<file path="src/rtl/ptp_regs_seq.sv">
// ptp_regs_seq: bus-master sequencer for the PTP register file.
// Expands one command into the control-bit edge, settle wait, ok-flag polling
// and result burst, then presents a single packed response.
module ptp_regs_seq #(
  parameter int SETTLE_CYC = 4,
  parameter int POLL_MAX   = 255
) (
  input  logic         clk,
  input  logic         rst,
  input  logic         cmd_valid,
  output logic         cmd_ready,
  input  logic [1:0]   cmd_op,
  output logic         rsp_valid,
  input  logic         rsp_ready,
  output logic [1:0]   rsp_op,
  output logic         rsp_err,
  output logic [7:0]   rsp_stat,
  output logic [127:0] rsp_data,
  output logic         wr_out,
  output logic         rd_out,
  output logic [7:0]   addr_out,
  output logic [31:0]  data_out,
  input  logic [31:0]  data_in
);

  localparam logic [2:0] ST_IDLE     = 3'd0;
  localparam logic [2:0] ST_CLR      = 3'd1;
  localparam logic [2:0] ST_SET      = 3'd2;
  localparam logic [2:0] ST_SETTLE   = 3'd3;
  localparam logic [2:0] ST_POLL_RD  = 3'd4;
  localparam logic [2:0] ST_POLL_CHK = 3'd5;
  localparam logic [2:0] ST_FETCH    = 3'd6;
  localparam logic [2:0] ST_RESP     = 3'd7;

  localparam logic [3:0] SETTLE_LAST = 4'(SETTLE_CYC - 1);
  localparam logic [7:0] POLL_LIMIT  = 8'(POLL_MAX);

  logic [2:0]   state_reg;
  logic [1:0]   op_reg;
  logic [3:0]   settle_cnt_reg;
  logic [7:0]   poll_cnt_reg;
  logic [2:0]   fetch_cnt_reg;
  logic [15:0]  word0_reg;
  logic [1:0]   rsp_op_reg;
  logic         rsp_err_reg;
  logic [7:0]   rsp_stat_reg;
  logic [127:0] rsp_data_reg;

  logic [7:0]   ctrl_addr;
  logic [7:0]   fetch_addr;
  logic [2:0]   fetch_len;
  logic         fetch_issue;
  logic         fetch_last;
  logic [15:0]  cap_word0;
  logic [31:0]  cap_word [1:4];
  logic [7:0]   pack_stat;
  logic [127:0] pack_data;

  // Control register and burst addresses for the command in flight
  always_comb begin
    ctrl_addr  = 8'h00;
    fetch_addr = 8'h10 + {3'b000, fetch_cnt_reg, 2'b00};
    fetch_len  = 3'd5;
    case (op_reg)
      2'd1: begin
        ctrl_addr  = 8'h40;
        fetch_addr = (fetch_cnt_reg == 3'd0) ? 8'h44 : 8'h4C + {3'b000, fetch_cnt_reg, 2'b00};
      end
      2'd2: begin
        ctrl_addr  = 8'h60;
        fetch_addr = (fetch_cnt_reg == 3'd0) ? 8'h64 : 8'h6C + {3'b000, fetch_cnt_reg, 2'b00};
      end
      default: fetch_len = 3'd4;
    endcase
  end

  assign fetch_issue = (fetch_cnt_reg < fetch_len);
  assign fetch_last  = (fetch_cnt_reg == fetch_len);

  // The word whose read was issued last cycle is taken straight from data_in so
  // packing can happen in the same cycle the final word arrives.
  assign cap_word0 = (fetch_cnt_reg == 3'd1) ? data_in[15:0] : word0_reg;

  genvar gi;
  generate
    for (gi = 1; gi < 5; gi++) begin : g_word
      logic [31:0] word_reg;
      // Capture burst word gi the cycle after its read
      always_ff @(posedge clk) begin
        if (rst) begin
          word_reg <= '0;
        end else if (state_reg == ST_FETCH && fetch_cnt_reg == 3'(gi + 1)) begin
          word_reg <= data_in;
        end
      end
      assign cap_word[gi] = (fetch_cnt_reg == 3'(gi + 1)) ? data_in : word_reg;
    end
  endgenerate

  // Response packing: time fields for op 0, status + four queue words otherwise
  always_comb begin
    pack_stat = 8'h00;
    pack_data = '0;
    if (op_reg == 2'd0) begin
      pack_data = {42'd0, cap_word0, cap_word[1], cap_word[2][29:0], cap_word[3][7:0]};
    end else begin
      pack_stat = cap_word0[7:0];
      pack_data = {cap_word[1], cap_word[2], cap_word[3], cap_word[4]};
    end
  end

  // Command sequencing state machine and response registers
  always_ff @(posedge clk) begin
    if (rst) begin
      state_reg      <= ST_IDLE;
      op_reg         <= 2'd0;
      settle_cnt_reg <= 4'd0;
      poll_cnt_reg   <= 8'd0;
      fetch_cnt_reg  <= 3'd0;
      word0_reg      <= 16'h0000;
      rsp_op_reg     <= 2'd0;
      rsp_err_reg    <= 1'b0;
      rsp_stat_reg   <= 8'h00;
      rsp_data_reg   <= '0;
    end else begin
      case (state_reg)
        ST_IDLE: begin
          if (cmd_valid) begin
            op_reg         <= cmd_op;
            rsp_op_reg     <= cmd_op;
            settle_cnt_reg <= 4'd0;
            poll_cnt_reg   <= 8'd0;
            fetch_cnt_reg  <= 3'd0;
            if (cmd_op == 2'd3) begin
              rsp_err_reg  <= 1'b1;
              rsp_stat_reg <= 8'h00;
              rsp_data_reg <= '0;
              state_reg    <= ST_RESP;
            end else begin
              state_reg <= ST_CLR;
            end
          end
        end
        ST_CLR: state_reg <= ST_SET;
        ST_SET: state_reg <= ST_SETTLE;
        ST_SETTLE: begin
          if (settle_cnt_reg == SETTLE_LAST) begin
            state_reg <= ST_POLL_RD;
          end else begin
            settle_cnt_reg <= settle_cnt_reg + 4'd1;
          end
        end
        ST_POLL_RD: begin
          poll_cnt_reg <= poll_cnt_reg + 8'd1;
          state_reg    <= ST_POLL_CHK;
        end
        ST_POLL_CHK: begin
          if (data_in[0]) begin
            state_reg <= ST_FETCH;
          end else if (poll_cnt_reg < POLL_LIMIT) begin
            state_reg <= ST_POLL_RD;
          end else begin
            rsp_err_reg  <= 1'b1;
            rsp_stat_reg <= 8'h00;
            rsp_data_reg <= '0;
            state_reg    <= ST_RESP;
          end
        end
        ST_FETCH: begin
          if (fetch_cnt_reg == 3'd1) begin
            word0_reg <= data_in[15:0];
          end
          if (fetch_last) begin
            rsp_err_reg  <= 1'b0;
            rsp_stat_reg <= pack_stat;
            rsp_data_reg <= pack_data;
            state_reg    <= ST_RESP;
          end else begin
            fetch_cnt_reg <= fetch_cnt_reg + 3'd1;
          end
        end
        ST_RESP: begin
          if (rsp_ready) begin
            state_reg <= ST_IDLE;
          end
        end
        default: state_reg <= ST_IDLE;
      endcase
    end
  end

  // Bus strobes decoded from state; address/data forced to 0 when idle
  always_comb begin
    wr_out   = 1'b0;
    rd_out   = 1'b0;
    addr_out = 8'h00;
    data_out = 32'h0;
    case (state_reg)
      ST_CLR: begin
        wr_out   = 1'b1;
        addr_out = ctrl_addr;
      end
      ST_SET: begin
        wr_out   = 1'b1;
        addr_out = ctrl_addr;
        data_out = 32'h1;
      end
      ST_POLL_RD: begin
        rd_out   = 1'b1;
        addr_out = ctrl_addr;
      end
      ST_FETCH: begin
        if (fetch_issue) begin
          rd_out   = 1'b1;
          addr_out = fetch_addr;
        end
      end
      default: ;
    endcase
  end

  assign cmd_ready = (state_reg == ST_IDLE) && !rst;
  assign rsp_valid = (state_reg == ST_RESP);
  assign rsp_op    = rsp_op_reg;
  assign rsp_err   = rsp_err_reg;
  assign rsp_stat  = rsp_stat_reg;
  assign rsp_data  = rsp_data_reg;

endmodule

</file>
<file path="config.mk">
export PLATFORM = sky130hd
export DESIGN_NAME = ptp_regs_seq
export DESIGN_NICKNAME = d
export VERILOG_FILES = /design/src/rtl/ptp_regs_seq.sv
export SDC_FILE = /design/constraint.sdc
export NUM_CORES = 1
export LEC_CHECK = 0
export BUFFER_PORTS_ARGS = -buffer_cell sky130_fd_sc_hd__buf_2
export CORE_MARGIN = 2
export CORE_UTILIZATION = 58
export DETAILED_ROUTE_END_ITERATION = 7
export GPL_ROUTABILITY_DRIVEN = 0
export GPL_TIMING_DRIVEN = 0
export PLACE_DENSITY = 0.81
export SYNTH_ARGS = -nofsm -noshare
export SYNTH_HDL_FRONTEND = slang
export SYNTH_SLANG_ARGS = --single-unit
</file>
<file path="constraint.sdc">
create_clock -name clk -period 2.7 [get_ports clk]
set_input_delay 0.27 -clock clk [delete_from_list [all_inputs] [get_ports clk]]
set_output_delay 0.27 -clock clk [all_outputs]
set_load 0.01 [all_outputs]
</file>
**Yosys cells after proc, flatten, opt, wreduce, memory -nomap -nowiden**

Index checks and enable logic that the tools add are counted.

- Flip-flop bits (word level): 301
- Bits of input ports: 38
- Output and inout port bits: 183

- $add $sub $neg: 6
- Magnitude comparators: 2
- Equal/unequal tests: 26
- Muxes and demuxes: 52
- Reduce and logical (&&, ||, !) cells: 22

Operators by type and width:

| kind | count |
|---|---|
| $mux W128 | 6 |
| $pmux W128 S3 | 1 |
| $mux W32 | 4 |
| $mux W8 | 10 |
| $pmux W8 S2 | 3 |
| $pmux W3 S8 | 1 |
| $pmux W8 S3 | 1 |
| $mux W3 | 7 |
| $eq A3 B3 Y1 const B | 6 |
| $add A7 B5 Y8 const A | 2 |
| $mux W16 | 1 |
| $ne A2 B2 Y1 const B | 8 |
| $pmux W7 S2 | 1 |
| $eq A3 B2 Y1 const B | 4 |
| $mux W1 | 9 |
| $add A8 B1 Y8 const B | 1 |
| $lt A8 B8 Y1 const B | 1 |
| $mux W4 | 2 |
| $pmux W4 S2 | 1 |
| $add A5 B5 Y6 const A | 1 |
| $eq A3 B1 Y1 const B | 2 |
| $logic_not A3 Y1 | 2 |
| $pmux W3 S2 | 1 |
| $reduce_and A3 Y1 | 2 |
| 21 further kinds | 31 |

**Logic depth before layout (Yosys ltp)**

Gate-level depths: netlist of run 1.

- Depth in word-level cells: 6
- Mapped depth: 10
- Gate-level depth less buffers: 7

**Worst setup path before layout of run 1**

OpenSTA, ideal clock, no wires.

- Path kind: register to register
- Start: register, netlist name rsp_op[0]
- End: register rsp_data_reg[16], in the netlist rsp_data[16]
- Setup time: 87 ps
- Data arrival time: 2271 ps
- Path slack: 342 ps
- Stages on the path, launching flop included: 10
- Buffers on the path: 2
- Path through: dfxtp_1 > inv_1 > ha_1 > ha_1 > nand3b_1 > o22ai_4 > buf_6 > buf_12 > or4b_2 > o31ai_1

RTL lines:

| item | RTL line | text |
|---|---|---|
| end signal: assignment | 176 | `rsp_data_reg <= pack_data;` |
| end: declaration | 47 | `logic [127:0] rsp_data_reg;` |

**Worst setup path in the final report of run 1**

- Start: register fetch_cnt_reg[0]
- End: register rsp_data_reg[64], in the netlist rsp_data[64]

- Cells in the longest elaborated chain, start to end: 5

RTL lines:

| item | RTL line | text |
|---|---|---|
| start: declaration | 42 | `logic [2:0] fetch_cnt_reg;` |
| start signal: assignment | 179 | `fetch_cnt_reg <= fetch_cnt_reg + 3'd1;` |
| $eq A3 B2 Y1 | 96 | `assign cap_word[gi] = (fetch_cnt_reg == 3'(gi + 1)) ? data_in : word_reg;` |
| $mux W32 | 96 |  |
| $mux W128 | 104 | `if (op_reg == 2'd0) begin` |
| $mux W128 | 173 | `if (fetch_last) begin` |
| $pmux W128 S3 | 126 | `case (state_reg)` |

Several ways; a longest one is shown, not always the timed one. The select of a mux whose other input is x is not followed.
A chain may end at the register's enable or synchronous reset.

==> impl_metrics.csv, run 1 <==
group,metric,value,unit
status,status,"finished, final reports clean",
worst_setup_path,crit_buf_inv,3,
timing,tightest_slew,0.9853,ns
global_route,grt_max_degree,15,
final_layout,filler_cell_count,2023,
placed_design,port_buffers,158,
final_layout,final-seq-area,6027,sq um
placed_design,place.detailed.hpwl,35580,microns
synth,async_reset_ff_frac,0,
clock_tree,cts_setup_buffers,0,
worst_setup_path,cp_max_fo,10,
final_layout,drive_gt1_frac,0.2001,
timing,fmax,376.3,MHz
floorplanning,io-pin-count,221,
route,vias,14410,
route,drt_iter0_drc,2058,
worst_setup_path,crit_chain,"inv_1 > ha_1 > nor2b_1 > buf_2 > clkbuf_4 > mux2i_1 > a21oi_1 > mux2_2",
synth,avgSynthCellArea,8.469,sq um
final_layout,nets,2042,
route,ant_nets,0,
synth,synth_warnings,0,
clock_tree,clock_sinks,301,
final_layout,final_util,0.6882,
floorplanning,die_y,164.7,microns
synth,synth_edf_count,0,
global_route,grt_pass1_vias,13230,
hold_path,min_path_cells,4,
synth,synth_cells,1768,
worst_setup_path,cp.depth,8,
synth,synth_area,14970,sq um
pwr,irDropWorstVdd,0.3868,mV
global_route,antenna_found_initial,0,
synth,synth_ff_type,"dfxtp_1",
synth,ys_seq_area_frac,0.4024,
final_layout,area_delta_synth_final,16.07,%
route,routed_wl,49030,microns
timing,period_needed,2.658,ns
global_route,grt_pass1_wl,73490,microns
worst_setup_path,worstSetupPathType,"flip-flop to flip-flop",
floorplanning,initial_core_util,0.5929,
floorplanning,num_rows,58,
worst_setup_path,max_stage_delay,0.50,ns
route,viasPerCell,6.159,
floorplanning,fp.dieW,164.7,microns
route,drc,0,
floorplanning,coreArea,25250,sq um
worst_setup_path,endpoint_kind,"flip-flop",
worst_setup_path,reg2reg_depth,8,
worst_setup_path,crit_family,"buffers and inverters",
timing,slew_viol_final,0,
clock_tree,cts_tree,"built",
timing,slew_headroom,0.3431,
worst_setup_path,crit_arrival,3.10,ns
clock_tree,h-tree-depth,1,
worst_setup_path,critPathLaunchType,"flip-flop",
final_layout,final_cell_mix,"nand2_1, dfxtp_1, buf_2, a21oi_1, clkbuf_1",
global_route,grt_usage,0.3502,
global_route,grt_overflow,0,
clock_tree,cts_buffers,30,
flow_run,maxCapViolations,0,
hold_path,hold_path_class,"input port to flip-flop",
pwr,power.leakage,7.621,nW
clock_tree,clkTransAtPathRegs,0.06,ns
clock_tree,insertion_delay,0.56,ns
timing,fin_ws,0.04246,ns
floorplanning,dieArea,27120,sq um
clock_tree,clock-root-buffer,"clkbuf_16",
route,routedWlPerCell,20.95,microns
worst_setup_path,worstPathRequired,3.14,ns
placed_design,pre_cts_ws,-0.3631,ns
timing,setup_violations,0,
pwr,powerDensity,562.8,nW/um^2
timing,post-route-period-util,0.9843,
final_layout,multi_input_area,7838,sq um
final_layout,layout_commonest_cell,"nand2_1",
clock_tree,clk_path_buf_depth,3,
synth,synth-seq-cells,301,
timing,finClkSkew,0.01099,ns
synth,ys_types,61,
worst_setup_path,crit_path_top_delay_cell,"mux2i_1",
route,dr.pass1.iters,6,
timing,finalHoldViolations,0,
[power breakdown]
part | leakage (nW) | total (mW) | switching (mW) | internal, mW
registers | 2.42 | 4.47 | 0.0176 | 4.46
logic | 4.71 | 1.06 | 0.735 | 0.329
clock network | 0.487 | 4.24 | 1.77 | 2.47
[what timing repair did]
action,4_1_cts,5_1_grt
hold buffers,2,0
setup endpoints to repair,113,120
gates resized for setup,18,26
cloned,0,0
pin swaps,0,0
endpoints found under the hold margin,2,0
[layer usage]
layer / GRT usage / vias up / wire (microns)
met5: 0 / - / 0
met1: 0.4581 / 6821 / 19110
li1: - / 6520 / -
met4: 0.1791 / 0 / 2735
met2: 0.5538 / 871 / 21780
met3: 0.06504 / 199 / 5408
[area by class of cell]
cell class	instances	share of cell area
multi-input cells	1267	0.4510
flip-flops and latches	301	0.3468
plain buffers	220	0.07264
clock buffers	49	0.05486
repair buffers	160	0.04665
well taps	330	0.02376
inverters	10	0.002160
clock inverters	2	0.002016
diodes	1	0.0001440
[kinds of logic after synthesis]
family / share of synthesized area
simple gates: 0.2157
flops: 0.4024
other cells: 0.0002504
fa+ha+maj: 0.01170
mux: 0.1163
buf+inv: 0.08515
compound gates: 0.1667
xor+xnor: 0.001755
[worst paths after layout]
| path | start | endpoint | slack, ns |
|---|---|---|---|
| setup / recovery | fetch_cnt_reg[0] | rsp_data[64] | 0.04 |
| hold / removal | rsp_ready | state_reg[2] | 0.04 |
| setup reg to reg | fetch_cnt_reg[0] | rsp_data[64] | 0.04 |
| hold reg to reg | g_word[3].word_reg[20] | g_word[3].word_reg[20] | 0.45 |
[per-stage QoR]
step / hold WS [ns] / instances / TNS (ns) / power, mW / area, sq um
floorplan: 0.4060 / 1800 / 0 / 5.260 / 15090
global placement: 0.4383 / 2288 / -17.70 / 5.569 / 16300
detailed placement: 0.4417 / 2288 / -21.04 / 5.585 / 16300
CTS: 0.03222 / 2340 / 0 / 9.703 / 17330
global route: 0.1095 / 2339 / -0.002440 / 9.986 / 17380
finish: 0.03991 / 2340 / 0 / 9.780 / 17380
[Yosys cell counts, types with 11 or more instances]
| library cell | count | share of area |
|---|---|---|
| a21o_1 | 50 | 0.025 |
| nand2b_1 | 32 | 0.013 |
| buf_2 | 20 | 0.0067 |
| nand2_1 | 344 | 0.086 |
| ha_1 | 14 | 0.012 |
| nand3_1 | 22 | 0.0074 |
| or4b_2 | 14 | 0.0094 |
| nor2_1 | 82 | 0.021 |
| a211oi_1 | 23 | 0.012 |
| buf_4 | 44 | 0.022 |
| o21ai_0 | 35 | 0.012 |
| nor2b_1 | 51 | 0.021 |
| buf_6 | 11 | 0.0083 |
| nor4b_1 | 58 | 0.034 |
| o211ai_1 | 20 | 0.010 |
| and3_1 | 15 | 0.0063 |
| mux2i_1 | 102 | 0.068 |
| clkbuf_1 | 122 | 0.031 |
| a21oi_1 | 181 | 0.060 |
| dfxtp_1 | 301 | 0.40 |
| mux2_2 | 64 | 0.048 |
| o31ai_1 | 14 | 0.0070 |
| o22ai_1 | 27 | 0.011 |
| buf_1 | 16 | 0.0040 |
[tightest hold or removal path, delay by kind of cell]
family | cells | cell delay (ns)
AND/OR/NAND/NOR | 3 | 0.21
buffers and inverters | 1 | 0.08
Power figures use the tool's default switching activity.
==> run 2: changes to the inputs <==
--- a/config.mk
+++ b/config.mk
@@ -5,7 +5,7 @@
 export SDC_FILE = /design/constraint.sdc
 export NUM_CORES = 1
 export LEC_CHECK = 0
-export BUFFER_PORTS_ARGS = -buffer_cell sky130_fd_sc_hd__buf_2
+export BUFFER_PORTS_ARGS = -buffer_cell sky130_fd_sc_hd__buf_4
 export CORE_MARGIN = 2
 export CORE_UTILIZATION = 58
 export DETAILED_ROUTE_END_ITERATION = 7
==> impl_metrics.csv, run 2 (synthesis results as in run 1) <==
group,metric,value,unit
pwr,p_int,7.402,mW
final_layout,final_cell_mix,"nand2_1, dfxtp_1, buf_4, a21oi_1, clkbuf_1",
route,routedWlPerCell,20.89,microns
worst_setup_path,crit_chain,"inv_1 > ha_1 > nor2b_1 > buf_2 > clkbuf_4 > mux2i_2 > a21oi_1 > mux2_2",
hold_path,min_to,"state_reg[2]",
floorplanning,io-pin-count,221,
clock_tree,cts_tree,"built",
timing,slew_viol_final,0,
global_route,grt_pass1_vias,13160,
clock_tree,clock_sinks,301,
worst_setup_path,max_stage_delay,0.44,ns
worst_setup_path,worstSetupPathType,"flip-flop to flip-flop",
global_route,grt_usage,0.3506,
timing,tightest_slew,1.047,ns
placed_design,place.detailed.hpwl,35770,microns
worst_setup_path,r2r-end,"rsp_data[66]",
timing,fmax,372.8,MHz
floorplanning,num_rows,58,
timing,finalHoldViolations,0,
floorplanning,coreArea,25250,sq um
route,dr.pass1.iters,6,
final_layout,final_util,0.7070,
global_route,grt_pass1_wl,73110,microns
final_layout,layout_commonest_cell,"nand2_1",
clock_tree,clkTransAtPathRegs,0.06,ns
clock_tree,cts_buffers,31,
hold_path,min_path_cells,4,
final_layout,nets,2046,
timing,finClkSkew,0.01266,ns
route,vias,14230,
route,ant_nets,0,
route,viasPerCell,6.062,
placed_design,dp_cells,2288,
worst_setup_path,crit_path_top_delay_cell,"mux2i_2",
worst_setup_path,crit_arrival,3.13,ns
global_route,top_usage_layer,"met2",
final_layout,drive_gt1_frac,0.2053,
timing,period_needed,2.682,ns
global_route,met3_usage,0.06454,
hold_path,hp-start,"rsp_ready",
floorplanning,initial_core_util,0.5929,
worst_setup_path,reg2reg_slack,0.02,ns
global_route,grtUsageMet2,0.5536,
worst_setup_path,reg2reg_from,"fetch_cnt_reg[0]",
final_layout,area_delta_synth_final,19.24,%
worst_setup_path,reg2reg_depth,8,
route,drt_iter0_drc,1726,
pwr,pwr-share-comb,0.108,
route,routed_wl,49020,microns
worst_setup_path,worstPathRequired,3.15,ns
clock_tree,h-tree-depth,1,
pwr,irDropWorstVdd,0.4309,mV
timing,slew_headroom,0.3021,
pwr,p_clk_frac,0.444,
clock_tree,insertion_delay,0.57,ns
timing,hold_slack,0.02439,ns
floorplanning,die_y,164.7,microns
global_route,grt_max_degree,16,
hold_path,hold_path_class,"input port to flip-flop",
global_route,antenna_found_initial,0,
worst_setup_path,endpoint_kind,"flip-flop",
pwr,power.leakage,7.640,nW
floorplanning,dieArea,27120,sq um
global_route,grt.met1_usage,0.4548,
global_route,grt_overflow,0,
timing,setup_violations,0,
worst_setup_path,critPathLaunchType,"flip-flop",
floorplanning,fp.dieW,164.7,microns
flow_run,maxCapViolations,0,
final_layout,diodes,0,
placed_design,port_buffers,158,
pwr,powerDensity,558.9,nW/um^2
pwr,power_frac_seq,0.448,
pwr,switching_share,0.2582,
final_layout,fin_cells,2347,
timing,post-route-period-util,0.9934,
route,drc,0,
status,status,"finished, final reports clean",
clock_tree,clk_path_buf_depth,3,
pwr,p_sw,2.576,mW
clock_tree,clock-root-buffer,"clkbuf_16",
worst_setup_path,cp_max_fo,10,
timing,tns,0,ns
## run 2: layer usage
layer	vias to the layer above	routed length, microns
met4	0	2786
met1	6702	19040
met5	-	0
li1	6518	-
met2	837	21820
met3	171	5379
## run 2: power groups by stage
stage	Clock [mW]	Sequential, mW	Combinational, mW
floorplan	0	4.57	0.689
CTS	4.40	4.47	1.04
global placement	0	4.57	1.01
finish	4.43	4.47	1.08
detailed placement	0	4.57	1.03
global route	4.62	4.47	1.13
## run 2: worst max-delay path, delay by kind of cell, from the launching register on
family	cells	cell delay, ns
flip-flops	1	0.36
AND/OR/NAND/NOR	1	0.21
multiplexers	2	0.73
AO/OA/AOI/OAI	1	0.17
adder cells (fa/ha/maj)	1	0.22
buffers and inverters	3	0.87
## run 2: repair_timing
action,4_1_cts,5_1_grt
cloned,0,0
setup endpoints to repair,114,129
hold endpoints to repair,2,0
pin swaps,0,1
setup buffers,0,2
hold buffers,2,0
gates resized for setup,17,24
## run 2: how the worst max path moves through the flow
stage                      from                endpoint  slack [ns]  cells after the start
2_1_floorplan         rsp_op[0]            rsp_data[16]        0.34                      9
3_3_place_gp   fetch_cnt_reg[2]  g_word[2].word_reg[29]       -0.32                     10
4_1_cts        fetch_cnt_reg[1]            rsp_data[74]       0.002                      9
5_1_grt        fetch_cnt_reg[0]            rsp_data[66]       -0.03                      8
3_5_place_dp   fetch_cnt_reg[2]   g_word[2].word_reg[9]       -0.35                     10
6_report       fetch_cnt_reg[0]            rsp_data[66]        0.02                      8
## run 2: stage by stage
step	worst slack (ns)	power [mW]	area [sq um]
finish	0.01788	9.979	17850
global route	-0.02994	10.22	17850
CTS	0.001751	9.913	17790
detailed placement	-0.3510	5.599	16690
global placement	-0.3190	5.582	16690
floorplan	0.3415	5.260	15090
## run 2: layout make-up
class                   instances  area (sq um)
well taps                     330         412.9
multi-input cells            1267          7843
inverters                      10         37.54
clock inverters                13         148.9
fillers                      2001          7400
clock buffers                  43         900.9
flip-flops and latches        301          6028
repair buffers                162          1221
plain buffers                 221          1262
==> run 3: changes to the inputs <==
==> config.mk (replaced) <==
export PLATFORM = sky130hd
export DESIGN_NAME = ptp_regs_seq
export DESIGN_NICKNAME = d
export VERILOG_FILES = /design/src/rtl/ptp_regs_seq.sv
export SDC_FILE = /design/constraint.sdc
export NUM_CORES = 1
export LEC_CHECK = 0
export BUFFER_PORTS_ARGS = -buffer_cell sky130_fd_sc_hd__buf_2
export CORE_MARGIN = 2
export CORE_UTILIZATION = 55
export DETAILED_ROUTE_END_ITERATION = 7
export GPL_ROUTABILITY_DRIVEN = 0
export GPL_TIMING_DRIVEN = 0
export PLACE_DENSITY = 0.77
export SYNTH_ARGS = -nofsm -noshare
export SYNTH_HDL_FRONTEND = slang
export SYNTH_SLANG_ARGS = --single-unit
==> impl_metrics.csv, run 3 (synthesis results as in run 1) <==
group,metric,value,unit
status,status,"finished, final reports clean",
hold_path,hold_path_class,"input port to flip-flop",
floorplanning,coreArea,26880,sq um
worst_setup_path,worstPathRequired,3.12,ns
worst_setup_path,r2r-end,"g_word[2].word_reg[9]",
final_layout,drive_gt1_frac,0.2012,
floorplanning,dieArea,28560,sq um
worst_setup_path,worst_path_most_repeated_cell,"buf_2",
global_route,grt_max_degree,13,
final_layout,final-seq-area,6028,sq um
global_route,antenna_found_initial,0,
worst_setup_path,crit_chain,"buf_2 > clkbuf_4 > inv_1 > ha_1 > clkbuf_2 > and2_1 > buf_2 > nand2_1 > a21oi_1",
worst_setup_path,reg2reg_slack,0.07,ns
worst_setup_path,cp_max_fo,10,
route,viasPerCell,6.021,
hold_path,hp-start,"cmd_op[1]",
final_layout,layout_commonest_cell,"nand2_1",
hold_path,min_to,"rsp_op[1]",
hold_path,min_path_cells,3,
worst_setup_path,endpoint_kind,"flip-flop",
route,vias,14170,
floorplanning,fp.dieW,169.0,microns
placed_design,port_buffers,158,
worst_setup_path,startpoint,"fetch_cnt_reg[2]",
clock_tree,insertion_delay,0.52,ns
final_layout,final_cell_mix,"nand2_1, dfxtp_1, buf_2, a21oi_1, clkbuf_1",
worst_setup_path,crit_path_top_delay_cell,"and2_1",
final_layout,filler_cell_count,2284,
placed_design,place.detailed.hpwl,35480,microns
global_route,grt_pass1_vias,13240,
route,routed_wl,49040,microns
clock_tree,clock-root-buffer,"clkbuf_16",
worst_setup_path,worstSetupPathType,"flip-flop to flip-flop",
route,drt_iter0_drc,1512,
final_layout,multi_input_area,7818,sq um
worst_setup_path,crit_arrival,3.05,ns
route,dr.pass1.iters,6,
worst_setup_path,critPathLaunchType,"flip-flop",
timing,finClkSkew,0.02435,ns
timing,slew_headroom,0.3752,
floorplanning,num_rows,60,
final_layout,final_util,0.6493,
timing,setup_violations,0,
worst_setup_path,crit_family,"buffers and inverters",
clock_tree,clkTransAtPathRegs,0.06,ns
final_layout,area_delta_synth_final,16.55,%
timing,rsz0062_at_grt,"no",
flow_run,maxCapViolations,0,
timing,finalHoldViolations,0,
timing,slew_viol_final,0,
final_layout,diodes,0,
pwr,powerDensity,578.7,nW/um^2
worst_setup_path,reg2reg_depth,9,
route,ant_nets,0,
clock_tree,h-tree-depth,2,
timing,fmax,379.8,MHz
floorplanning,io-pin-count,221,
floorplanning,initial_core_util,0.5571,
timing,tns,0,ns
timing,period_needed,2.633,ns
route,drc,0,
global_route,grt_pass1_wl,73900,microns
clock_tree,cts_buffers,34,
pwr,irDropWorstVdd,0.3978,mV
global_route,grt_overflow,0,
worst_setup_path,reg2reg_from,"fetch_cnt_reg[2]",
timing,post-route-period-util,0.9753,
worst_setup_path,crit_buf_inv,5,
worst_setup_path,max_stage_delay,0.42,ns
route,routedWlPerCell,20.83,microns
pwr,power.leakage,7.653,nW
clock_tree,cts_tree,"built",
clock_tree,cts_setup_buffers,0,
final_layout,nets,2044,
clock_tree,clock_sinks,301,
global_route,grt_usage,0.3322,
timing,tightest_slew,0.9373,ns
clock_tree,clk_path_buf_depth,3,
floorplanning,die_y,169.0,microns
-- run 3: final cells by class --
type | count | share of cell area
clock buffers | 53 | 0.05922
well taps | 341 | 0.02445
clock inverters | 4 | 0.003011
flip-flops and latches | 301 | 0.3455
repair buffers | 158 | 0.04531
plain buffers | 220 | 0.07242
multi-input cells | 1267 | 0.4480
inverters | 10 | 0.002151
-- run 3: worst max path at each step --
stage / to / slack [ns] / cells past startpoint
3_5_place_dp: g_word[2].word_reg[6] / -0.40 / 10
3_3_place_gp: g_word[2].word_reg[29] / -0.35 / 10
5_1_grt: g_word[2].word_reg[6] / 0.03 / 10
4_1_cts: g_word[2].word_reg[9] / -0.004 / 10
2_1_floorplan: rsp_data[16] / 0.34 / 9
6_report: g_word[2].word_reg[9] / 0.07 / 9
-- run 3: repair_timing --
item | CTS | global route
resized for setup | 18 | 22
pin swaps | 0 | 0
endpoints found under the setup margin | 127 | 140
hold buffers | 0 | 0
-- run 3: worst reg2reg max path, cell delays in order, from the launching register on --
cell	delay (ns)
dfxtp_1	0.31
buf_2	0.20
clkbuf_4	0.24
inv_1	0.13
ha_1	0.32
clkbuf_2	0.30
and2_1	0.43
buf_2	0.31
nand2_1	0.09
a21oi_1	0.21
-- run 3: metrics by stage --
step	worst slack (ns)	hold slack [ns]	instance area (sq um)	cells	total power, mW
CTS	-0.003617	0.009854	17420	2355	10.07
detailed placement	-0.4035	0.4446	16310	2299	5.584
floorplan	0.3415	0.4060	15090	1800	5.260
global route	0.03227	0.02682	17450	2354	10.31
global placement	-0.3502	0.4378	16310	2299	5.577
finish	0.06682	0.01065	17450	2354	10.10
-- run 3: layer usage --
metal / GRT usage / part of all wire / up-vias
met1: 0.4290 / 0.40 / 6616
met5: 0 / 0 / -
li1: - / - / 6525
met4: 0.1624 / 0.050 / 0
met2: 0.5287 / 0.44 / 864
met3: 0.07225 / 0.11 / 168
-- run 3: power by group --
part           switching, mW  total, mW  leakage, nW  internal (mW)
Clock                   1.84       4.56        0.534           2.72
Sequential            0.0168       4.47         2.42           4.46
Combinational          0.734       1.06         4.69          0.327
